`src/rtl/data_loader_pkg.sv`:
```
// data_loader_pkg: shared FSM state encoding and default widths for the UART-to-memory loader.
package data_loader_pkg;
  localparam int ADDR_W_DEF = 18;
  localparam int DATA_W_DEF = 8;
  typedef enum logic [1:0] {
    IDLE      = 2'b00,
    RECEIVING = 2'b01,
    DONE      = 2'b10
  } state_t;
endpackage

```
`src/rtl/data_loader_start_edge_detect.sv`:
```
// start_edge_detect: two-flop sampling of the active-low start button with falling-edge detection.
module start_edge_detect (
  input  logic clk,
  input  logic rst_n,
  input  logic start,
  output logic fall
);
  logic a, b;
  always_ff @(posedge clk or negedge rst_n) begin
    if (!rst_n) begin
      a <= 1'b1;
      b <= 1'b1;
    end else begin
      a <= start;
      b <= a;
    end
  end
  assign fall = ~a & b;
endmodule

```
`src/rtl/data_loader.sv`:
```
// data_loader: writes UART bytes to consecutive memory addresses from 0 up to a latched end address.
module data_loader
  import data_loader_pkg::*;
#(
  parameter int ADDR_W = ADDR_W_DEF,
  parameter int DATA_W = DATA_W_DEF
) (
  input  logic              clk,
  input  logic              rst_n,
  input  logic              start,
  input  logic              Rx_tick_from_rx,
  input  logic [DATA_W-1:0] rx_data,
  input  logic              rx_err,
  input  logic [ADDR_W-1:0] end_add,
  output logic [ADDR_W-1:0] addr,
  output logic [DATA_W-1:0] wdata,
  output logic              wen,
  output logic              busy,
  output logic              fin,
  output logic [7:0]        err_cnt
);
  state_t state, state_n;
  logic [ADDR_W-1:0] cnt, end_lat;
  logic fall, take, last_wr;
  start_edge_detect u_sed (
    .clk   (clk),
    .rst_n (rst_n),
    .start (start),
    .fall  (fall)
  );
  assign take    = (state == RECEIVING) && Rx_tick_from_rx;
  assign last_wr = take && (cnt == end_lat);
  always_ff @(posedge clk or negedge rst_n) begin
    if (!rst_n) state <= IDLE;
    else        state <= state_n;
  end
  always_comb begin
    state_n = IDLE;
    state_n = (state == IDLE)      ? (fall ? RECEIVING : IDLE) :
              (state == RECEIVING) ? (last_wr ? DONE : RECEIVING) : IDLE;
  end
  always_ff @(posedge clk or negedge rst_n) begin
    if (!rst_n) begin
      addr    <= '0;
      wdata   <= '0;
      wen     <= 1'b0;
      busy    <= 1'b0;
      fin     <= 1'b0;
      err_cnt <= '0;
      cnt     <= '0;
      end_lat <= '0;
    end else begin
      wen  <= take;
      busy <= (state_n != IDLE);
      if (state == IDLE && fall) begin
        end_lat <= end_add;
        cnt     <= '0;
        err_cnt <= '0;
        fin     <= 1'b0;
      end
      if (take) begin
        addr  <= cnt;
        wdata <= rx_data;
        // hold the counter on the final write so an all-ones end address never wraps
        if (!last_wr) cnt <= cnt + ADDR_W'(1);
        if (rx_err && err_cnt != 8'hFF) err_cnt <= err_cnt + 8'd1;
      end
      if (state == DONE) fin <= 1'b1;
    end
  end
endmodule
```
`config.mk`:
```
export PLATFORM = sky130hd
export DESIGN_NAME = data_loader
export DESIGN_NICKNAME = d
export VERILOG_FILES = /design/src/rtl/data_loader_pkg.sv /design/src/rtl/data_loader_start_edge_detect.sv /design/src/rtl/data_loader.sv
export SDC_FILE = /design/constraint.sdc
export NUM_CORES = 1
export LEC_CHECK = 0
export ABC_AREA = 1
export CAP_MARGIN = 5
export CORE_AREA = 2 2 66 114
export DETAILED_ROUTE_END_ITERATION = 8
export DIE_AREA = 0 0 68 116
export GPL_TIMING_DRIVEN = 0
export HOLD_SLACK_MARGIN = 0.02
export PLACE_DENSITY = 0.83
export SYNTH_ARGS = -nofsm -noshare
export SYNTH_HDL_FRONTEND = slang
export SYNTH_SLANG_ARGS = --single-unit
```
`constraint.sdc`:
```
create_clock -name clk -period 2.49 [get_ports clk]
set_clock_uncertainty 0.15 [all_clocks]
set_input_delay 0.249 -clock clk [delete_from_list [all_inputs] [get_ports clk]]
set_output_delay 0.249 -clock clk [all_outputs]
set_load 0.03 [all_outputs]
```
---- Word-level counts from Yosys, hierarchy flattened ----
Index checks and enable logic that the tools add are counted.
Widths: inputs -> output; s select.
word-level totals
  logic and storage cells ................. 38
  output and inout port bits .............. 37
  bits of input ports ..................... 31
  flip-flop bits (word level) ............. 77
cells by class
  bitwise gates (word level) .............. 2
  $add $sub $neg .......................... 2
  eq/ne operators ......................... 4
  mux-type cells .......................... 12
  reduce and logical (&&, ||, !) cells .... 7
operators with widths
  kind                   number
  $mux 18                3
  $mux 8                 3
  $add 18x1->18 const B  1
  $eq 18x18->1           1
  $add 8x1->8 const B    1
  $ne 8x8->1 const B     1
  $mux 2                 3
  $logic_and 1x1->1      4
  $reduce_bool 2->1      2
  $mux 1                 3
  $eq 2x1->1 const B     1
  $eq 2x2->1 const B     1
  $logic_not 2->1        1
  $and 1x1->1            1
  $not 1->1              1

---- Logic depth before layout (Yosys ltp) ----
  depth in word-level cells ............... 7
  gate-level depth with buffers ........... 12
  depth with buffers taken out ............ 12

---- Hierarchy ----
A second synthesis with hierarchy kept.
unflattened totals
  cell total of the unflattened synthesis .. 507
  area, all modules ....................... 3877.5 µm²
modules (own cells, without submodules)
  module             times used  area each (µm²)  sequential area each (µm²)  cells an instance
  data_loader        1           3814.9           1876.8                      503
  start_edge_detect  1           62.6             52.6                        4

---- Worst setup path before layout ----
No wires, ideal clock.
  path type ............................... register to register
  from .................................... register err_cnt[0]
  to ...................................... register err_cnt[3]
  data required time ...................... 2.220 ns
  stages on the path, launching flop included .. 10
  clock period less this slack ............ 1.797 ns
  setup slack ............................. 0.693 ns
  arrival time ............................ 1.527 ns
  buffers on the path ..................... 0
  library setup time ...................... 0.120 ns
  path through ............................ dfrtp_1 > ha_1 > nand4_1 > nor2_1 > nand2_1 > nand3_2 > nor2_1 > nand2_1 > o21ai_0 > inv_1
on the way
  cells in the longest elaborated chain, start to end .. 4
  elaborated cells on any way between the ends .. 5
  classes of those cells .................. add/sub: 1; eq/ne: 1; mux: 2; reduce/logical: 1
ends and longest elaborated chain
  item                                                                 line               text
  start, declared                                                      data_loader.sv:20  output logic [7:0] err_cnt
  start signal, assigned                                               data_loader.sv:66  if (rx_err && err_cnt != 8'hFF) err_cnt <= err_cnt + 8'd1;
  parallel branches: the longest is 2 deep, another holds $add 8x1->8  -
  $mux 8 *                                                             data_loader.sv:66
  $mux 8 *                                                             data_loader.sv:61  if (take) begin
Mark *: on every way between the ends.
A chain may end at the register's enable or synchronous reset.

---- Worst setup path after layout ----
  from .................................... register cnt[0]
  to ...................................... register cnt[16]
on the way
  cells in the longest elaborated chain, start to end .. 4
  elaborated cells on any way between the ends .. 5
  classes of those cells .................. add/sub: 1; eq/ne: 1; mux: 2; reduce/logical: 1
ends and longest elaborated chain
  item                                                                   line               text
  start, declared                                                        data_loader.sv:23  logic [ADDR_W-1:0] cnt, end_lat;
  start signal, assigned                                                 data_loader.sv:65  if (!last_wr) cnt <= cnt + ADDR_W'(1);
  parallel branches: the longest is 2 deep, another holds $add 18x1->18  -
  $mux 18 *                                                              data_loader.sv:65
  $mux 18 *                                                              data_loader.sv:61
Marked as above.

==> impl_metrics.toml <==
[setup_path]
worst-path-max-fanout = 5
reg2reg_to = "cnt[16]"
r2r-start = "cnt[0]"
worst_path_largest_cell_delay_ns = 0.43
r2r_cells = 9
end_kind = "register"
critPathLaunchType = "register"
crit_required_ns = 2.58
crit_top_cell = "nand2_1"
worstSetupPathType = "reg2reg"
critPathSlowestCell = "dfrtp_1"
path_cells = "ha_1 > nand2_1 > nor2_1 > nand2_1 > nor2_1 > xor2_1 > nand3_1 > nand2_1 > inv_1"
critPathTopFamily = "simple AND/OR/NAND/NOR gates"
r2r_slack_ns = 0.45
path_buf_inv = 1
cp.arrival_ns = 2.13

[clocking]
root_buffer = "clkbuf_16"
cts_setup_buffers = 0
clkSlewWorstSetupHoldPaths_ns = 0.06
h-tree-depth = 3
clock_latency_ns = 0.35
clock_sinks = 77
clk_path_buf_depth = 2
numCtsBuffers = 9
cts_tree = "done"
cts_resized = 0

[logic_synthesis]
ys_top_cells_by_area = "dfrtp_1 49%, nand2_1 20%, inv_1 5.1%, o21ai_0 4.9%, nand3_1 3.8%"
yosys.area.top_type_share = 0.4854
syn-num-nets = 542
synth_cells = 509
synth.avg_cell_area_sq_um = 7.596
synth-main-ff-cell = "dfrtp_1"
ys_types = 28
synth-async-reset-ratio = 1.000
yosys_register_bits = 77
yosys_warnings = 0
synthesis.area_sq_um = 3866
synth-edff-count = 0
synth_seq_area_share = 0.4990
yosysTopAreaCell = "dfrtp_1"

[detailed_routing]
finalWirelength_microns = 9946
drtAntennaViolNets = 0
vias = 3483
drc_errors = 0
drt_iter0_markers = 239
drt-pass1-iter-count = 5
vias_per_cell = 5.137
avgRoutedWirePerCell_microns = 14.67

[floorplan]
dieArea_sq_um = 7888
num_io_pins = 68
initial_utilization = 0.5598
die_w_microns = 68
core_sq_um = 6907
die_h_microns = 116
row_count = 40

[layout]
num_antenna_cells = 0
nets = 622
drive_above_1_share = 0.08586
instances_no_fill = 678
area_delta_synth_final_pct = 27.93

[global_routing]
grt_pass1_wl_microns = 16380
grt_pass1_vias = 3575
grt_usage = 0.2844
grt_max_degree = 76
antenna_found_initial = 0
grt_overflow = 0

[timing]
period_minus_slack_ns = 2.036
worst_pin_slew_ns = 0.5989
finalMaxSlewViolations = 0
setup_viol = 0
slew-limit-headroom = 0.6007
finalHoldViolations = 0
finalCritPeriodShare = 0.8178
fin_setup_tns_ns = 0
fmax_mhz = 491.1
rsz0062_at_grt = "false"

[pwr]
powerDensity_nw_per_um2 = 1246
ir_drop_uv = 647.8
p_leak_nw = 2.544

[status]
status = "complete, no violations"

[placement]
post-place-cells = 661
post-dp-hpwl_microns = 7299
place_congestion = 0.9216
io_buffers = 67

[job]
drv_cap = 0

[hold_path]
min_path_type = "in2async"
## cell type report
cell class              count  area [sq um]
plain buffers              18         98.84
clock buffers              10         229.0
clock inverters             6         40.04
fillers                   581          1961
inverters                  64         240.2
multi-input cells         350          1598
flip-flops and latches     77          1929
well taps                  84         105.1
repair buffers             69         705.7
## how the worst max path moves through the flow
| stage | end | slack, ns | cells past startpoint | startpoint |
|---|---|---|---|---|
| 6_report | cnt[16] | 0.45 | 9 | cnt[0] |
| 5_1_grt | err_cnt[5] | 0.21 | 9 | state[0] |
| 4_1_cts | err_cnt[3] | 0.45 | 9 | state[0] |
| 3_5_place_dp | err_cnt[3] | 0.34 | 8 | Rx_tick_from_rx |
| 3_3_place_gp | end_lat[8] | -1.54 | 1 | rst_n |
| 2_1_floorplan | err_cnt[3] | 0.69 | 9 | err_cnt[0] |
## synth_stat cells (3+ instances only)
| cell type | n |
|---|---|
| dfrtp_1 | 75 |
| clkbuf_1 | 9 |
| o21ai_0 | 38 |
| clkbuf_2 | 3 |
| a21oi_1 | 3 |
| nand4_1 | 4 |
| nand2_2 | 7 |
| xnor2_1 | 6 |
| inv_1 | 53 |
| nand3_1 | 29 |
| nand2_1 | 206 |
| inv_2 | 10 |
| nor2_1 | 34 |
| buf_2 | 3 |
| xor2_1 | 12 |
## sequential cells by signal, summed over array words and instances (netlist names)
signal / count
end_lat: 18
cnt: 18
u_sed.a: 1
busy: 1
wdata: 8
err_cnt: 8
state: 2
u_sed.b: 1
addr: 18
wen: 1
fin: 1
## worst reg2reg max path, delay by kind of cell (launching register included)
| family | cells | cell delay (ns) |
|---|---|---|
| AND/OR/NAND/NOR | 6 | 0.92 |
| XOR/XNOR | 1 | 0.18 |
| adder cells (fa/ha/maj) | 1 | 0.22 |
| flip-flops | 1 | 0.43 |
| buffers and inverters | 1 | 0.04 |
## timing repair
action	4_1_cts	5_1_grt
endpoints found under the hold margin	75	0
hold buffers	1	0
setup endpoints to repair	0	0
## layout by cell type, fill, tap and decap left out, drive strengths merged, types with 8 or more instances in the layout
cell             n
clkdlybuf4s50   66
dfrtp           75
inv             63
buf              8
nand2          214
o21ai           39
nand3           31
xor2            12
clkbuf          22
nor2            37
## where the power goes
part	switching [mW]	internal, mW	total, mW	leakage [nW]
Clock	0.519	0.672	1.19	0.132
Sequential	0.450	1.76	2.21	0.889
Combinational	1.69	1.07	2.76	1.52
## metal layers
metal  GRT usage  vias up  part of all wire
met5           0        -                 0
met4      0.1520        0             0.026
met3     0.04369       15             0.043
met2      0.5230       89              0.55
met1      0.2970     1665              0.38
li1            -     1714                 -
## through the flow
| step | power [mW] | hold slack [ns] | cell area [sq um] | setup slack (ns) | util |
|---|---|---|---|---|---|
| 6_report | 6.164 | 0.09557 | 4946 | 0.4536 | 0.7161 |
| 5_1_grt | 6.616 | 0.1151 | 4946 | 0.2143 | 0.7161 |
| 4_1_cts | 6.183 | 0.08988 | 4946 | 0.4493 | 0.7161 |
| 3_5_place_dp | 4.978 | -0.09476 | 4667 | 0.3447 | 0.6757 |
| 3_3_place_gp | 4.864 | 0.2067 | 4642 | -1.539 | 0.6721 |
| 2_1_floorplan | 3.993 | -0.1966 | 3866 | 0.6931 | - |
## logic make-up after synthesis
group / share of synthesized area
adder cells (fa/ha/maj): 0.006471
XOR/XNOR: 0.04078
AO/OA/AOI/OAI: 0.05534
AND/OR/NAND/NOR: 0.3107
buffers and inverters: 0.08770
flip-flops: 0.4990
No activity file was read; power rests on OpenSTA's default activity.
